File: src/rtl/bp_host_io_arbiter.sv
// rtl/bp_host_io_arbiter.sv - round-robin host IO command arbiter with in-order response routing
// Optional per-requester grant counters: define BP_HOST_IO_ARB_GRANT_CNT_EN.
module bp_host_io_arbiter #(
  parameter int num_req_p         = 4,
  parameter int header_width_p    = 128,
  parameter int data_width_p      = 64,
  parameter int max_outstanding_p = 8
) (
  input  logic                                clk_i,
  input  logic                                reset_n_i,
  input  logic [num_req_p*header_width_p-1:0] req_header_i,
  input  logic [num_req_p*data_width_p-1:0]   req_data_i,
  input  logic [num_req_p-1:0]                req_v_i,
  output logic [num_req_p-1:0]                req_ready_and_o,
  output logic [header_width_p-1:0]           rsp_header_o,
  output logic [data_width_p-1:0]             rsp_data_o,
  output logic [num_req_p-1:0]                rsp_v_o,
  input  logic [num_req_p-1:0]                rsp_ready_and_i,
  output logic [header_width_p-1:0]           mem_cmd_header_o,
  output logic [data_width_p-1:0]             mem_cmd_data_o,
  output logic                                mem_cmd_v_o,
  input  logic                                mem_cmd_ready_and_i,
  input  logic [header_width_p-1:0]           mem_resp_header_i,
  input  logic [data_width_p-1:0]             mem_resp_data_i,
  input  logic                                mem_resp_v_i,
  output logic                                mem_resp_ready_and_o,
  output logic [$clog2(max_outstanding_p+1)-1:0] outstanding_o,
  output logic                                orphan_resp_o,
  output logic [num_req_p*32-1:0]             grant_cnt_o
);
  localparam int IdW  = (num_req_p > 1) ? $clog2(num_req_p) : 1;
  localparam int CntW = $clog2(max_outstanding_p + 1);
  localparam int PtrW = (max_outstanding_p > 1) ? $clog2(max_outstanding_p) : 1;

  logic                      buf_v_q, buf_v_d;
  logic [header_width_p-1:0] buf_header_q, buf_header_d;
  logic [data_width_p-1:0]   buf_data_q, buf_data_d;
  logic [IdW-1:0]            buf_id_q, buf_id_d;
  logic [IdW-1:0]            rr_q, rr_d;
  logic [CntW-1:0]           cnt_q, cnt_d;
  logic [PtrW-1:0]           wptr_q, wptr_d, rptr_q, rptr_d;
  logic [IdW-1:0]            fifo_q [max_outstanding_p];
  logic [IdW-1:0]            fifo_d [max_outstanding_p];
  logic                      orphan_q, orphan_d;

  logic                 below_max, nonempty, arb_en, grant_v, cmd_v, cmd_fire, resp_fire;
  logic [IdW-1:0]       grant_id, head_id;
  logic [num_req_p-1:0] grant_oh, rsp_v_oh;

  assign below_max = (cnt_q < CntW'(max_outstanding_p));
  assign nonempty  = (cnt_q != '0);
  assign head_id   = fifo_q[rptr_q];
  assign resp_fire = mem_resp_v_i & nonempty & rsp_ready_and_i[head_id];
  // A buffered command may still issue at the limit when a response frees a slot this cycle.
  assign cmd_v     = buf_v_q & (below_max | resp_fire);
  assign cmd_fire  = cmd_v & mem_cmd_ready_and_i;
  assign arb_en    = (~buf_v_q | cmd_fire) & below_max;

  always_comb begin
    grant_v  = 1'b0;
    grant_id = '0;
    grant_oh = '0;
    for (int i = 0; i < num_req_p; i++) begin
      if (arb_en && !grant_v && req_v_i[(int'(rr_q) + i) % num_req_p]) begin
        grant_v  = 1'b1;
        grant_id = IdW'((int'(rr_q) + i) % num_req_p);
      end
    end
    if (grant_v) grant_oh[grant_id] = 1'b1;
  end

  always_comb begin
    buf_v_d      = buf_v_q & ~cmd_fire;
    buf_header_d = buf_header_q;
    buf_data_d   = buf_data_q;
    buf_id_d     = buf_id_q;
    rr_d         = rr_q;
    cnt_d        = cnt_q;
    wptr_d       = wptr_q;
    rptr_d       = rptr_q;
    fifo_d       = fifo_q;
    orphan_d     = orphan_q | (mem_resp_v_i & ~nonempty);
    if (grant_v) begin
      buf_v_d      = 1'b1;
      buf_header_d = req_header_i[int'(grant_id)*header_width_p +: header_width_p];
      buf_data_d   = req_data_i[int'(grant_id)*data_width_p +: data_width_p];
      buf_id_d     = grant_id;
      rr_d         = (grant_id == IdW'(num_req_p - 1)) ? '0 : grant_id + IdW'(1);
    end
    if (cmd_fire) begin
      fifo_d[wptr_q] = buf_id_q;
      wptr_d = (wptr_q == PtrW'(max_outstanding_p - 1)) ? '0 : wptr_q + PtrW'(1);
    end
    if (resp_fire)
      rptr_d = (rptr_q == PtrW'(max_outstanding_p - 1)) ? '0 : rptr_q + PtrW'(1);
    if (cmd_fire && !resp_fire)      cnt_d = cnt_q + CntW'(1);
    else if (!cmd_fire && resp_fire) cnt_d = cnt_q - CntW'(1);
  end

  always_ff @(posedge clk_i or negedge reset_n_i) begin
    if (!reset_n_i) begin
      buf_v_q      <= 1'b0;
      buf_header_q <= '0;
      buf_data_q   <= '0;
      buf_id_q     <= '0;
      rr_q         <= '0;
      cnt_q        <= '0;
      wptr_q       <= '0;
      rptr_q       <= '0;
      orphan_q     <= 1'b0;
      for (int i = 0; i < max_outstanding_p; i++) fifo_q[i] <= '0;
    end else begin
      buf_v_q      <= buf_v_d;
      buf_header_q <= buf_header_d;
      buf_data_q   <= buf_data_d;
      buf_id_q     <= buf_id_d;
      rr_q         <= rr_d;
      cnt_q        <= cnt_d;
      wptr_q       <= wptr_d;
      rptr_q       <= rptr_d;
      orphan_q     <= orphan_d;
      fifo_q       <= fifo_d;
    end
  end

  always_comb begin
    rsp_v_oh = '0;
    rsp_v_oh[head_id] = mem_resp_v_i & nonempty;
  end

  // Combinational paths are gated so every output reads 0 while reset is held.
  assign req_ready_and_o      = reset_n_i ? grant_oh : '0;
  assign rsp_v_o              = reset_n_i ? rsp_v_oh : '0;
  assign rsp_header_o         = reset_n_i ? mem_resp_header_i : '0;
  assign rsp_data_o           = reset_n_i ? mem_resp_data_i : '0;
  assign mem_resp_ready_and_o = reset_n_i & (nonempty ? rsp_ready_and_i[head_id] : 1'b1);
  assign mem_cmd_v_o          = cmd_v;
  assign mem_cmd_header_o     = buf_header_q;
  assign mem_cmd_data_o       = buf_data_q;
  assign outstanding_o        = cnt_q;
  assign orphan_resp_o        = orphan_q;

`ifdef BP_HOST_IO_ARB_GRANT_CNT_EN
  logic [num_req_p-1:0][31:0] gcnt_q, gcnt_d;

  always_comb begin
    gcnt_d = gcnt_q;
    for (int i = 0; i < num_req_p; i++)
      if (grant_oh[i] && gcnt_q[i] != 32'hFFFF_FFFF) gcnt_d[i] = gcnt_q[i] + 32'd1;
  end

  always_ff @(posedge clk_i or negedge reset_n_i) begin
    if (!reset_n_i) gcnt_q <= '0;
    else            gcnt_q <= gcnt_d;
  end

  assign grant_cnt_o = gcnt_q;
`else
  assign grant_cnt_o = '0;
`endif
endmodule

File: config.mk
export PLATFORM = sky130hd
export DESIGN_NAME = bp_host_io_arbiter
export DESIGN_NICKNAME = d
export VERILOG_FILES = /design/src/rtl/bp_host_io_arbiter.sv
export SDC_FILE = /design/constraint.sdc
export NUM_CORES = 1
export LEC_CHECK = 0
export CAP_MARGIN = 20
export CORE_AREA = 3 3 579 581
export DETAILED_ROUTE_END_ITERATION = 8
export DIE_AREA = 0 0 582 584
export GPL_ROUTABILITY_DRIVEN = 1
export SKIP_LAST_GASP = 1
export SLEW_MARGIN = 20
export SYNTH_ARGS = -nofsm -noshare
export SYNTH_HDL_FRONTEND = slang
export SYNTH_SLANG_ARGS = --single-unit
File: constraint.sdc
create_clock -name clk_i -period 7.2 [get_ports clk_i]
set_clock_uncertainty 0.1 [all_clocks]
set_input_delay 1.44 -clock clk_i [delete_from_list [all_inputs] [get_ports clk_i]]
set_output_delay 1.44 -clock clk_i [all_outputs]
set_load 0.01 [all_outputs]
==> results.tsv <==
stage	metric	value	unit
run_status	status	complete, no violations	
synth	top-area cell type share of the netlist area	0.362	
synth	Mean Syn Cell Area	9.91	um2
timing	Setup violations, final	0	
grt	largest net degree at the start of global routing	131	
clocking	Resized Gates After CTS	0	
grt	number of global-route vias before repair	19167	
floorplan	core area	330000	um2
hold_path	Hold Path Class	reg -> reg	
grt	GRT Total Usage	0.168	
synth	Synth area leaders	dfrtp_1 36%, mux2i_1 25%, a221oi_1 11%	
power_and_ir_drop	internal power	5900	uW
synth	post-synthesis mux area share	0.274	
clocking	worst-case clock buffer depth	3	
clocking	clk sinks	224	
clocking	clk slew on worst S/H paths	0.05	ns
setup_path	CP required	5.66	ns
synth	main combinational cell family by area after synthesis	multiplexers	
synth	ys async rst share	1.00	
setup_path	crit path DAT	4.21	ns
floorplan	I/O Pins	1499	
synth	flops & latches, synth	224	
power_and_ir_drop	net load switching power	5770	uW
timing	Worst-Margin Slew	1.21	ns
finish	nets@finish	3862	
synth	Post-synth top flop	dfrtp_1	
placement	I/O Buffers	1370	
synth	Post-synth EDFFs	0	
power_and_ir_drop	Power Total	11700	uW
placement	hpwl dp	272000	um
detailed_routing	drt initial violations	1424	
detailed_routing	TritonRoute pass-1 iters	6	
grt	busiest grt layer	met2	
grt	global route overflow	0	
power_and_ir_drop	VDD IR-drop max	0.182	mV
clocking	CTS tree	yes	
grt	initial antenna violation count	378	
grt	grt met1 use	0.151	
clocking	Post-CTS Setup Inserts	0	
grt	first-pass GRT wire length	339000	um
clocking	Clock Latency Late Sink	0.67	ns
clocking	cts hold-fix bufs	0	
detailed_routing	DR WL/cell	40.6	um
timing	Slew HR	0.190	
grt	met2 Usage GRT	0.323	
timing	fmax	174	MHz
grt	met3 GRT Util	0.0759	
power_and_ir_drop	Clock power frac	0.171	
detailed_routing	vias per inst	2.82	
detailed_routing	Residual DRC	0	
detailed_routing	Post-Route WL	298000	um
synth	sequential fraction of the synthesis area	0.362	
synth	most common cell in the netlist	mux2i_1	
floorplan	FP Rows	211	
power_and_ir_drop	leakage power	0.0141	uW
setup_path	CP Launch Type	input pin	
power_and_ir_drop	PwrDens	328	nW/um2
power_and_ir_drop	Sw Ratio	0.494	
timing	final cycle utilization of the critical path	0.798	
floorplan	Starting Density	0.0469	
power_and_ir_drop	Gate power share	0.616	
synth	adder-cell share of the synthesized area	0.00776	
setup_path	endpoint class of the critical path	output pin	
setup_path	Reg2Reg Setup Slack	2.90	ns
detailed_routing	post-route ant nets	0	
power_and_ir_drop	Flop pwr share	0.213	
setup_path	critical path peak fanout	5	
clocking	cts bufs inserted	37	
synth	Syn Inst Count	1562	
synth	simple-gate share of the synthesized area	0.140	
floorplan	Die Wd	582	um
finish	area of the multi-input gates	8910	um2
flow_run	max_cap viols	0	
timing	post-layout min period	5.75	ns
finish	Area Overhead vs Synth	130	%
synth	YS warnings	0	
clocking	CTS Root Cell	clkbuf_16	
placement	gp weighted congestion	1.05	
synth	Netlist cell types	40	
synth	Post-Syn Area	15500	um2
synth	Compound-Gate Fraction of Synth Area	0.117	
finish	share of cells above drive strength 1	0.0495	
clocking	H-tree depth	2	
timing	Fin. Hold Viols	0	
synth	post-synth top area cell	dfrtp_1	
synth	synth cell count leaders	388 x mux2i_1, 224 x dfrtp_1, 207 x nor2_1, 192 x a221oi_1, 192 x and2_1	
detailed_routing	via count	20713	
floorplan	Die Footprint	340000	um2
setup_path	Crit Path Class	in -> out	
timing	Slew Viols, Final	0	
finish	fillers	38027	
synth	XOR/XNOR Fraction of Synth Area	0.00226	
floorplan	die span in y	584	um
timing	total negative slack	0	ns
finish	register area	5610	um2
timing	RSZ-0062 raised after global routing	false	
metrics by stage:
step | cell area [um2] | hold WS (ns) | worst slack (ns) | cells | utilization
floorplan | 16000 | 0.357 | 2.52 | 1689 | -
global placement | 34100 | 0.341 | 1.37 | 7207 | 0.103
detailed placement | 34100 | 0.344 | 1.38 | 7207 | 0.103
CTS | 35400 | 0.356 | 1.29 | 7274 | 0.107
global route | 35500 | 0.359 | 1.34 | 7326 | 0.108
finish | 35600 | 0.356 | 1.45 | 7349 | 0.108
worst paths after layout:
path / start / endpoint / cells past startpoint
max: mem_cmd_ready_and_i / req_ready_and_o[3] / 7
min: orphan_resp_o$_DFF_PN0_ / orphan_resp_o$_DFF_PN0_ / 1
max reg2reg: rptr_q[0]$_DFFE_PN0P_ / outstanding_o[3]$_DFFE_PN0P_ / 13
min reg2reg: orphan_resp_o$_DFF_PN0_ / orphan_resp_o$_DFF_PN0_ / 1
max in group asynchronous: reset_n_i / mem_cmd_data_o[21]$_DFFE_PN0N_ / 4
min in group asynchronous: reset_n_i / mem_cmd_header_o[61]$_DFFE_PN0N_ / 1
placed cells by master, fill, tap and decap left out, types with 2 or more instances in the layout:
master	count
clkbuf_16	37
nor3b_1	2
nand3_1	3
conb_1	128
mux2_2	22
bufinv_16	2
clkinv_2	7
o21ai_0	3
mux2i_2	4
clkinvlp_4	6
a221oi_1	192
inv_6	2
clkbuf_1	3
clkdlybuf4s50_1	1368
a21oi_1	3
nor2_1	206
a21o_1	5
dfrtp_1	224
inv_1	7
nor2b_1	5
diode_2	74
mux2i_1	383
xnor2_1	3
nand2_1	10
nor4_1	4
clkbuf_8	6
and2_1	192
nor4b_1	3
mux4_2	3
buf_12	7
ha_1	8
o211ai_1	2
nor3_1	2
buf_4	35
worst max-delay path, cell delays in order:
cell	delay [ns]
clkdlybuf4s50_1	0.56
inv_1	0.09
a21o_1	0.49
nor3_2	0.62
ha_1	0.27
and3_1	0.15
clkdlybuf4s50_1	0.53
cell families (layout without fill, tap and decap cells):
kind of cell               count (synthesis)  in the layout
xor gates and xnor gates                   4              4
DFF                                      224            224
and+or+nand+nor                          432            432
buffers and inverters                    266           1486
adders and majority gates                  9              9
AOI/OAI and AO/OA                        211            211
muxes                                    415            415
other                                      1            202
state kept, by name (all words and copies together), names as in the netlist, 2 cells and up:
register          flops
mem_cmd_header_o    128
fifo_q               16
buf_id_q              2
outstanding_o         4
rptr_q                3
wptr_q                3
rr_q                  2
mem_cmd_data_o       64
power by group through the flow:
stage,logic (uW),registers (uW),clock network (uW)
after floorplan,2580,2550,0
after global placement,7450,2470,0
after detailed placement,7440,2480,0
after CTS,7470,2480,2100
after global routing,7570,2560,2110
final,7190,2490,1990
layer usage:
layer | vias to the layer above | share of wire
met3 | 816 | 0.10
met1 | 9701 | 0.30
met2 | 1764 | 0.53
met4 | 262 | 0.054
met5 | - | 0.0059
li1 | 8170 | -
cell type report:
cell class | instances | area share
antenna | 74 | 0.00520
tap | 4366 | 0.154
clock inverter | 21 | 0.00661
inverter | 7 | 0.000738
sequential | 224 | 0.158
timing repair buffer | 1412 | 0.397
clock buffer | 46 | 0.0287
multi-input combinational | 1199 | 0.250
No activity file was read; power rests on OpenSTA's default activity.
